## src/rtl/mem_port_arbiter_pkg.sv

```systemverilog
`default_nettype none
// ============================================================================
// Module      : mem_port_arbiter_pkg
// Description : Shared encodings for the fetch/data memory port arbiter.
// Revision    : 1.0 - initial release
// ============================================================================
package mem_port_arbiter_pkg;

    localparam logic [1:0] OWN_NONE   = 2'd0;
    localparam logic [1:0] OWN_F      = 2'd1;
    localparam logic [1:0] OWN_D      = 2'd2;
    localparam int         WORD_SHIFT = 2;

    // Only the two lowest byte-address bits matter for word alignment.
    function automatic logic is_aligned(input logic [1:0] low_bits);
        return (low_bits == 2'b00);
    endfunction

endpackage
`default_nettype wire

```

## src/rtl/mem_port_arbiter_rr_arbiter2.sv

```systemverilog
`default_nettype none
// ============================================================================
// Module      : rr_arbiter2
// Description : Two-way round-robin arbiter with one-hot grant.
// Revision    : 1.0 - initial release
// ============================================================================
module rr_arbiter2 (
    input  logic       clk,
    input  logic       reset,
    input  logic [1:0] req,
    output logic [1:0] gnt
);

    // 0 = requester 0 granted last, 1 = requester 1 granted last
    logic r_last_grant;
    logic [1:0] w_gnt;

    always_comb begin
        w_gnt = 2'b00;
        case (req)
            2'b01:   w_gnt = 2'b01;
            2'b10:   w_gnt = 2'b10;
            2'b11:   w_gnt = r_last_grant ? 2'b01 : 2'b10;
            default: w_gnt = 2'b00;
        endcase
    end

    always_ff @(posedge clk) begin
        if (reset) begin
            r_last_grant <= 1'b1;
        end else if (|w_gnt) begin
            r_last_grant <= w_gnt[1];
        end
    end

    assign gnt = w_gnt;

endmodule
`default_nettype wire

```

## src/rtl/mem_port_arbiter.sv

```systemverilog
`default_nettype none
// ============================================================================
// Module      : mem_port_arbiter
// Description : Shares one single-port memory between fetch and data ports.
// Revision    : 1.0 - initial release
// ============================================================================
module mem_port_arbiter
    import mem_port_arbiter_pkg::*;
#(
    parameter int ADDRESS_WIDTH = 16,
    parameter int DATA_WIDTH    = 32,
    parameter int CNT_WIDTH     = 16
) (
    input  logic                     clk,
    input  logic                     reset,
    input  logic                     f_req,
    input  logic [ADDRESS_WIDTH-1:0] f_addr,
    output logic                     f_ack,
    output logic                     f_err,
    output logic                     f_rvalid,
    output logic [DATA_WIDTH-1:0]    f_rdata,
    input  logic                     d_req,
    input  logic                     d_we,
    input  logic [ADDRESS_WIDTH-1:0] d_addr,
    input  logic [DATA_WIDTH-1:0]    d_wdata,
    output logic                     d_ack,
    output logic                     d_err,
    output logic                     d_rvalid,
    output logic [DATA_WIDTH-1:0]    d_rdata,
    output logic                     mem_we,
    output logic [ADDRESS_WIDTH-1:0] mem_addr,
    output logic [DATA_WIDTH-1:0]    mem_wdata,
    input  logic [DATA_WIDTH-1:0]    mem_rdata,
    output logic [CNT_WIDTH-1:0]     conflict_count
);

    logic [1:0]               w_req;
    logic [1:0]               w_gnt;
    logic                     w_f_gnt;
    logic                     w_d_gnt;
    logic                     w_f_aligned;
    logic                     w_d_aligned;
    logic [ADDRESS_WIDTH-1:0] w_sel_addr;
    logic [ADDRESS_WIDTH-1:0] w_word_addr;
    logic [1:0]               w_pend_next;
    logic [ADDRESS_WIDTH-1:0] r_mem_addr;
    logic [1:0]               r_pend_owner;
    logic [CNT_WIDTH-1:0]     r_conflict_count;

    // Requests are masked during reset so nothing is granted or written.
    assign w_req = {d_req, f_req} & {2{~reset}};

    rr_arbiter2 u_rr_arbiter2 (
        .clk   (clk),
        .reset (reset),
        .req   (w_req),
        .gnt   (w_gnt)
    );

    assign w_f_gnt     = w_gnt[0];
    assign w_d_gnt     = w_gnt[1];
    assign w_f_aligned = is_aligned(f_addr[1:0]);
    assign w_d_aligned = is_aligned(d_addr[1:0]);

    assign f_ack = w_f_gnt;
    assign d_ack = w_d_gnt;
    assign f_err = w_f_gnt & ~w_f_aligned;
    assign d_err = w_d_gnt & ~w_d_aligned;

    assign w_sel_addr  = w_d_gnt ? d_addr : f_addr;
    assign w_word_addr = w_sel_addr >> WORD_SHIFT;

    // Idle cycles replay the last address so memory read data stays stable.
    assign mem_addr  = (w_f_gnt | w_d_gnt) ? w_word_addr : r_mem_addr;
    assign mem_we    = w_d_gnt & d_we & w_d_aligned;
    assign mem_wdata = d_wdata;

    always_comb begin
        w_pend_next = OWN_NONE;
        if (w_f_gnt && w_f_aligned) begin
            w_pend_next = OWN_F;
        end else if (w_d_gnt && w_d_aligned && !d_we) begin
            w_pend_next = OWN_D;
        end
    end

    always_ff @(posedge clk) begin
        if (reset) begin
            r_mem_addr       <= '0;
            r_pend_owner     <= OWN_NONE;
            r_conflict_count <= '0;
        end else begin
            r_mem_addr   <= mem_addr;
            r_pend_owner <= w_pend_next;
            if (f_req && d_req && !(&r_conflict_count)) begin
                r_conflict_count <= r_conflict_count + 1'b1;
            end
        end
    end

    // Gating with reset drops a response whose grant was just flushed.
    assign f_rvalid = (r_pend_owner == OWN_F) & ~reset;
    assign d_rvalid = (r_pend_owner == OWN_D) & ~reset;
    assign f_rdata  = f_rvalid ? mem_rdata : '0;
    assign d_rdata  = d_rvalid ? mem_rdata : '0;

    assign conflict_count = r_conflict_count;

endmodule
`default_nettype wire

```

## config.mk

```make
export PLATFORM = sky130hd
export DESIGN_NAME = mem_port_arbiter
export DESIGN_NICKNAME = d
export VERILOG_FILES = /design/src/rtl/mem_port_arbiter_pkg.sv /design/src/rtl/mem_port_arbiter_rr_arbiter2.sv /design/src/rtl/mem_port_arbiter.sv
export SDC_FILE = /design/constraint.sdc
export NUM_CORES = 1
export LEC_CHECK = 0
export ABC_AREA = 1
export CAP_MARGIN = 20
export CORE_ASPECT_RATIO = 0.5
export CORE_MARGIN = 3
export CORE_UTILIZATION = 43
export DETAILED_ROUTE_END_ITERATION = 10
export DONT_BUFFER_PORTS = 1
export PLACE_DENSITY = 0.63
export SYNTH_ARGS = -nofsm -noshare
export SYNTH_HDL_FRONTEND = slang
export SYNTH_SLANG_ARGS = --single-unit
```

## constraint.sdc

```tcl
create_clock -name clk -period 2.2 [get_ports clk]
set_input_delay 0.22 -clock clk [delete_from_list [all_inputs] [get_ports clk]]
set_output_delay 0.22 -clock clk [all_outputs]
set_load 0.005 [all_outputs]
```

==> results of run 1 <==
[cell families after synthesis]
| kind of cell | after synthesis | synth area share [%] |
|---|---|---|
| simple gates | 198 | 31.90 |
| buf+inv | 118 | 24.21 |
| compound gates | 60 | 12.98 |
| flops | 35 | 27.96 |
| xor+xnor | 7 | 2.446 |
| fa+ha+maj | 1 | 0.4992 |
[worst max-delay path, cell delays in order (launching register included)]
cell	delay (ns)
dfxtp_1	0.30
inv_1	0.04
nor3_1	0.34
inv_1	0.48
nor2_1	0.30
[power breakdown]
part           internal, mW  leakage [nW]  total (mW)  switching, mW
registers             0.657         0.285       0.666        0.00893
clock network         0.481        0.0772       0.725          0.243
logic                0.0467         0.845       0.173          0.126
[final timing paths]
path,cells after the start,slack (ns),end
max,4,0.24,d_rdata[30]
min,1,0.02,r_pend_owner[0]$_SDFF_PP0_
max reg2reg,7,0.56,conflict_count[9]$_SDFFE_PP0P_
min reg2reg,2,0.47,r_mem_addr[0]$_SDFF_PP0_
[final cells by class]
class | instances | area share [%]
sequential | 35 | 28.91
timing repair buffer | 2 | 0.6195
multi-input combinational | 266 | 49.46
clock buffer | 8 | 6.453
inverter | 70 | 10.94
tap | 70 | 3.614
[Yosys cell counts (all sizes together)]
library cell and number:
xnor2 3, ha 1, dfxtp 35, inv 70
nand3 11, nor3 2, o21ai 17, a21oi 41
a31oi 2, buf 45, nor2 95, clkbuf 3
xor2 4, nand4 5, nor4 1, nand2 84
[per-stage QoR]
| step | worst slack [ns] | cells | area, um^2 |
|---|---|---|---|
| 2_1_floorplan | 0.7195 | 419 | 2506 |
| 3_3_place_gp | 0.5877 | 443 | 2267 |
| 3_5_place_dp | 0.5286 | 443 | 2267 |
| 4_1_cts | 0.2304 | 451 | 2424 |
| 5_1_grt | 0.05857 | 451 | 2424 |
| 6_report | 0.2432 | 451 | 2424 |
[state kept, by name, summed over array words and instances, names as in the netlist]
name / cells
conflict_count: 16
r_mem_addr: 16
r_pend_owner: 2
u_rr_arbiter2.r_last_grant: 1
[metal layers]
layer | global-route usage (%) | vias up | part of all wire (%)
met5 | 0 | - | 0
met1 | 30.08 | 1072 | 43
li1 | - | 1170 | -
met4 | 5.415 | 0 | 0.89
met3 | 12.64 | 9 | 14
met2 | 31.28 | 119 | 42
==> metrics.md, run 1 <==
| Metric | Value |
|---|---|
| Status | finished, final reports clean |
| Antenna diodes | 0 |
| YS warnings | 0 |
| Hold_sp | f_addr[0] |
| Vias per Instance | 5.255 |
| Num CTS Buffers | 5 |
| Fmax | 0.5110 GHz |
| Crit. End Element | primary output |
| P&R area growth vs syn | -3.295% |
| Height of the die | about 60 um |
| GPL Wtd Cong | 0.9537 |
| First-pass GRT wire length | between 10 and 15 mm |
| CTS tree | done |
| TNS Setup | 0 ns |
| RSZ-0062 raised after global routing | no |
| WL/cell | 18.13 um |
| Die Wd | 114.0 um |
| Tcrit/Tclk final | between 80% and 90% |
| GRT Residual Overflow | 0 |
| Slew Limit Fails | 0 |
| Crit. Startpoint | r_pend_owner[1]$_SDFF_PP0_ |
| PortBufs | 0 |
| Peak supply drop | between 0.3 and 0.4 mV |
| Hold Vio Cnt, Final | 0 |
| DRC Markers | 0 |
| Largest net degree at the start of global routing | 34 |
| Crit path DAT | 1.74 ns |
| # resized after CTS | 0 |
| Clk Latency, worst-skew pair | 0.27 ns |
| Filler cells | approximately 570 |
| Post-Syn Nets | 521 |
| Final nets | 482 |
| Final Core Density | between 40% and 50% |
| Cell taking the most area after synthesis | dfxtp_1 |
| DRT iter0 DRCs | 220 |
| Yosys reg bits | 35 |
| Io pins | between 200 and 250 |
| Clock Sinks | 35 |
| Setup crit start kind | register |
| Worst slew pin tran | 0.8197 ns |
| Count of cell types in the netlist | 25 |
| Crit Path Category | register to primary output |
| CP required | 1.98 ns |
| Most frequent cells in the layout | 90 x nor2_1, 81 x nand2_1, 68 x inv_1 |
| Crit-path max FO | 32 |
| Final Setup Violations | 0 |
| Detail Placement HPWL | roughly 6.7 mm |
| Clk root buf | clkbuf_16 |
| Register area | 700.7 um^2 |
| Yosys top cell area share | around 28% |
| Initial antenna violation count | 0 |
| Full die area | 6836 um^2 |
| Total GRT Usage | 22.54% |
| Post-Syn Area | 2506 um^2 |
| Layout cells sized above 1 | 5.512% |
| H-tree levels | 2 |
| Worst hold path type | input port to register |
| Worst flop-to-flop path startpoint | conflict_count[0]$_SDFFE_PP0P_ |
| Final critical-path required period | between 1.5 and 2 ns |
| Hold_ws | 0.01677 ns |
| Pleak | 1.207 nW |
| Worst-path clk slew | ~0.050 ns |
| Syn Area/Cell | 5.981 um^2 |
| Post-CTS setup buffer count | 0 |
| Cell Rows | 18 |
| # hold bufs at CTS | 0 |
| Total power | 1.564 mW |
| Post-synthesis sequential area ratio | between 20% and 30% |
| First-pass DRT Iterations | 5 |
| Core Area | 5270 um^2 |
| Routed Antenna Nets | 0 |
| Power per standard cell area | ~650 nW/um^2 |
| Max Cap Viol | 0 |
| Synth area leaders | dfxtp_1 28%, nor2_1 13%, nand2_1 12% |
| Most common cell after layout, fill and taps aside | nor2_1 |
| Final wirelength | 8.177 mm |
| Vias in the first global route | 2210 |
| Worst slew margin | 45.29% |
| Via count | 2370 |
| Clk buf depth | 2 |
| Clock Skew | about 0.0039 ns |
| Initial core utilization | between 40% and 50% |
| Post-Synthesis Cells | 419 |
| Area occupied by multi-input gates | 1199 um^2 |
(Power assumes the default switching activity.)
==> run 2, diff against run 1 <==
Settings changed: PLACE_DENSITY 0.63 to 0.69, REMOVE_ABC_BUFFERS set to 1.
==> metrics.md, run 2 (synthesized netlist as in run 1, its figures left out) <==
| Metric | Value |
|---|---|
| Clock Skew | ~0.0032 ns |
| Io pins | 236 |
| H-tree levels | 2 |
| Crit. End Element | primary output |
| Core Area | about 5300 um^2 |
| Finished Layout Cells | about 460 |
| Pleak | 1.224 nW |
| Full die area | 6836 um^2 |
| Most common cell after layout, fill and taps aside | nor2_1 |
| RSZ-0062 raised after global routing | no |
| Height of the die | between 50 and 60 um |
| First-pass DRT Iterations | 4 |
| Worst hold path type | input port to register |
| Reg power frac | 44.4% |
| Total power | 1.500 mW |
| Setup crit start kind | register |
| Fmax | 0.5187 GHz |
| DP Worst Slack | 0.5741 ns |
| Final Core Density | between 40% and 50% |
| Die Wd | 114.0 um |
| Routed Antenna Nets | 0 |
| Cell Rows | 18 |
| Max Cap Viol | 0 |
| Initial antenna violation count | 0 |
| Vias in the first global route | 1833 |
| Final nets | around 490 |
| Clock Sinks | 35 |
| GPL Wtd Cong | 0.8019 |
| Vias per Instance | ~5 |
| Pint | about 1.1 mW |
| Worst reg2reg path depth | 7 |
| Clock power frac | 44.5% |
| Filler cells | between 500 and 600 |
| Post-route cell area | 2457 um^2 |
| Clk buf depth | 2 |
| Num CTS Buffers | 5 |
| Detail Placement HPWL | just under 6 mm |
| Power per standard cell area | 610.5 nW/um^2 |
| Largest net degree at the start of global routing | 34 |
| Most frequent cells in the layout | 90 x nor2_1, 81 x nand2_1, 68 x inv_1 |
| Antenna diodes | 0 |
| Crit Path Category | register to primary output |
| Worst slew pin tran | 0.8796 ns |
| Cell Area, Placed | roughly 2300 um^2 |
| Clk root buf | clkbuf_16 |
| Worst slew margin | 41.30% |
| WL/cell | 16.56 um |
| Net Sw Power | 0.3786 mW |
| Status | finished, final reports clean |
| Area occupied by multi-input gates | 1199 um^2 |
| Initial core utilization | 47.55% |
| Final Setup Violations | 0 |
| CTS tree | done |
| Register area | 700.7 um^2 |
| Tcrit/Tclk final | 87.63% |
| Clk Latency, worst-skew pair | 0.28 ns |
| Slew Limit Fails | 0 |
| DRT iter0 DRCs | 150 |
| # resized after CTS | 0 |
| Layout cells sized above 1 | 5.699% |
| Hold_ws | 0.007205 ns |
| Via count | 2327 |
| Crit path DAT | between 1.5 and 2 ns |
| Final critical-path required period | 1.928 ns |
| P&R area growth vs syn | -1.947% |
| CP required | slightly below 2 ns |
| DRC Markers | 0 |
| Final wirelength | 7.553 mm |
| Peak supply drop | about 0.27 mV |
| TNS Setup | 0 ns |
| First-pass GRT wire length | 10.05 mm |
| Placed insts | 443 |
| Sw frac | 25.23% |
| Total GRT Usage | 19.72% |
| Worst-path clk slew | 0.05 ns |
| Combinational group share of total power | 11.1% |
| PortBufs | 0 |
| Hold Vio Cnt, Final | 0 |
| Hold Crit Depth | 1 |
| Crit-path max FO | 32 |
| GRT Residual Overflow | 0 |
| Worst setup margin | 0.2722 ns |
-- run 2: layer usage --
metal	wire, um	GRT usage [%]	vias up
met3	1039	11.22	5
li1	-	-	1172
met2	3291	28.87	142
met1	3154	24.32	1008
met5	0	3.704	-
met4	68	6.091	0
-- run 2: repair_timing --
item | CTS | global route
setup buffers | 0 | 0
setup endpoints to repair | 0 | 0
hold buffers | 2 | 3
hold endpoints to repair | 1 | 5
-- run 2: layout make-up --
class / count / share of cell area, %
sequential: 35 / 28.51
multi-input combinational: 266 / 48.78
timing repair buffer: 7 / 2.648
clock inverter: 3 / 0.6110
inverter: 70 / 10.79
clock buffer: 5 / 5.092
tap: 70 / 3.564
-- run 2: critical path: stages (launching register included) --
cell	delay [ns]
dfxtp_1	0.31
inv_1	0.04
nor3_1	0.28
inv_1	0.47
nor2_1	0.32
-- run 2: final timing paths --
path                                                  endpoint  slack [ns]                            from
worst max-delay path                                d_rdata[5]        0.27      r_pend_owner[1]$_SDFF_PP0_
worst min-delay path            conflict_count[9]$_SDFFE_PP0P_       0.007                           reset
worst max register to register  conflict_count[2]$_SDFFE_PP0P_        0.60  conflict_count[0]$_SDFFE_PP0P_
worst min register to register       r_mem_addr[11]$_SDFF_PP0_        0.46       r_mem_addr[11]$_SDFF_PP0_
-- run 2: power by group through the flow --
stage	Combinational (mW)	Clock, mW	Sequential [mW]
after floorplan	0.126	0	0.677
after global placement	0.157	0	0.678
after detailed placement	0.158	0	0.679
after CTS	0.162	0.684	0.665
after global routing	0.193	0.717	0.667
final	0.167	0.668	0.665
==> run 3, diff against run 2 <==
Settings changed: CELL_PAD_IN_SITES_DETAIL_PLACEMENT set to 0, CELL_PAD_IN_SITES_GLOBAL_PLACEMENT set to 2, CORE_UTILIZATION 43 to 29, PLACE_DENSITY 0.69 to 0.94.
==> metrics.md, run 3 (synthesized netlist as in run 1, its figures left out) <==
| Metric | Value |
|---|---|
| Met3 Use GR | 7.574% |
| GRT Residual Overflow | 0 |
| Worst slew pin tran | 0.8586 ns |
| Worst path bufs/invs | 2 |
| Num CTS Buffers | 5 |
| P&R area growth vs syn | 1.198% |
| M1 GR Usage | ~17% |
| CP required | 1.98 ns |
| Pleak | 1.235 nW |
| Height of the die | roughly 72 um |
| Critical path cell sequence | inv_1 -> nor3_1 -> inv_1 -> nor2_1 |
| Largest net degree at the start of global routing | 34 |
| Clk root buf | clkbuf_16 |
| Slew Limit Fails | 0 |
| GPL Wtd Cong | about 0.73 |
| Clk buf depth | 2 |
| Core Area | 8202 um^2 |
| Tcrit/Tclk final | ~86% |
| Clock Sinks | 35 |
| Register area | approximately 700 um^2 |
| Initial antenna violation count | 0 |
| Peak supply drop | 0.2904 mV |
| Slowest-stage cell, CP | inv_1 |
| Total GRT Usage | 14.68% |
| RSZ-0062 raised after global routing | no |
| Crit-path leading delay family | simple AND/OR/NAND/NOR gates |
| DRT iter0 DRCs | between 100 and 150 |
| Clock Skew | 0.004216 ns |
| Area occupied by multi-input gates | 1199 um^2 |
| Io pins | 236 |
| Vias in the first global route | 1922 |
| Setup crit start kind | register |
| H-tree levels | 2 |
| Filler cells | 930 |
| DP Worst Slack | 0.6029 ns |
| Via count | 2348 |
| Vias per Instance | 4.715 |
| Final Setup Violations | 0 |
| Met2 Use GR | a little under a quarter |
| Fmax | 0.5301 GHz |
| Crit. End Element | primary output |
| Cell Rows | 23 |
| Final wirelength | 7.879 mm |
| CTS tree | done |
| Worst slew margin | a little over two fifths |
| Busiest grt layer | met2 |
| Crit Path Category | register to primary output |
| First-pass GRT wire length | about 11 mm |
| Hold Vio Cnt, Final | 0 |
| Final nets | 487 |
| Power per standard cell area | 646.6 nW/um^2 |
| Worst setup margin | 0.3137 ns |
| WL/cell | about 16 um |
| Max Cap Viol | 0 |
| Most frequent cells in the layout | 90 x nor2_1, 81 x nand2_1, 68 x inv_1 |
| DRC Markers | 0 |
| First-pass DRT Iterations | 4 |
| Worst-path clk slew | ~0.06 ns |
| Die Wd | around 140 um |
| CP max stage delay | 0.45 ns |
| Routed Antenna Nets | 0 |
| TNS Setup | 0 ns |
| Detail Placement HPWL | between 6 and 7 mm |
| Worst hold path type | input port to register |
| Antenna diodes | 0 |
| Full die area | around 10000 um^2 |
| Post-CTS setup buffer count | 0 |
| Crit path DAT | 1.67 ns |
| Initial core utilization | a little under a third |
| Final critical-path required period | around 1.9 ns |
| Clk Latency, worst-skew pair | 0.28 ns |
| Crit-path max FO | 32 |
| Layout cells sized above 1 | 5.959% |
| Most common cell after layout, fill and taps aside | nor2_1 |
| Status | finished, final reports clean |
| PortBufs | 0 |
| Cell mode on critical path | inv_1 |
## run 3: changes by cell type in the layout (fill, tap and decap cells not counted), sizes merged
cell         before  now
dlygate4sd3       5    4
bufinv            0    1
clkinv            3    2
buf               2    3
## run 3: final cells by class
type / instances / share of cell area [%]
clock buffers: 5 / 4.933
flip-flops and latches: 35 / 27.63
clock inverters: 3 / 1.727
repair buffers: 7 / 2.467
inverters: 70 / 10.46
multi-input cells: 266 / 47.26
well taps: 112 / 5.525
## run 3: routing by layer
layer  share of wire [%]  up-vias
met5                0.43        -
met2                  45      132
met1                  42     1031
met4                 1.1        2
met3                  11        9
li1                    -     1174
## run 3: worst register-to-register path, cell delays in order (launching register included)
cell	delay, ns
dfxtp_1	0.39
ha_1	0.23
nand2_1	0.06
nor2_1	0.16
nand2_2	0.12
o21ai_4	0.31
nand2_1	0.09
a21oi_1	0.15
## run 3: path summary, 6_finish.rpt
check	start	end	slack [ns]	depth (start not counted)
hold reg to reg	r_mem_addr[5]$_SDFF_PP0_	r_mem_addr[5]$_SDFF_PP0_	0.47	2
setup / recovery	r_pend_owner[1]$_SDFF_PP0_	d_rdata[2]	0.31	4
setup reg to reg	conflict_count[1]$_SDFFE_PP0P_	conflict_count[5]$_SDFFE_PP0P_	0.62	7
hold / removal	reset	conflict_count[12]$_SDFFE_PP0P_	0.01	1
## run 3: metrics by stage
step	utilization (%)	instance area (um^2)	power, mW	instances	hold WS, ns
floorplan	-	2165	0.8028	371	0.2891
global placement	28.38	2327	0.8378	486	0.2913
detailed placement	28.38	2327	0.8398	486	0.2945
CTS	30.56	2506	1.662	495	0.0006416
global route	30.92	2536	1.730	498	-0.0002538
finish	30.92	2536	1.640	498	0.01033
## run 3: repair_timing
action,4_1_cts,5_1_grt
hold endpoints to repair,8,2
gates resized for setup,0,0
hold buffers,1,3
## run 3: power breakdown
| group | switching [mW] | internal (mW) |
|---|---|---|
| clock | 0.272 | 0.534 |
| combinational | 0.118 | 0.0527 |
| sequential | 0.00705 | 0.657 |
| total | 0.397 | 1.24 |
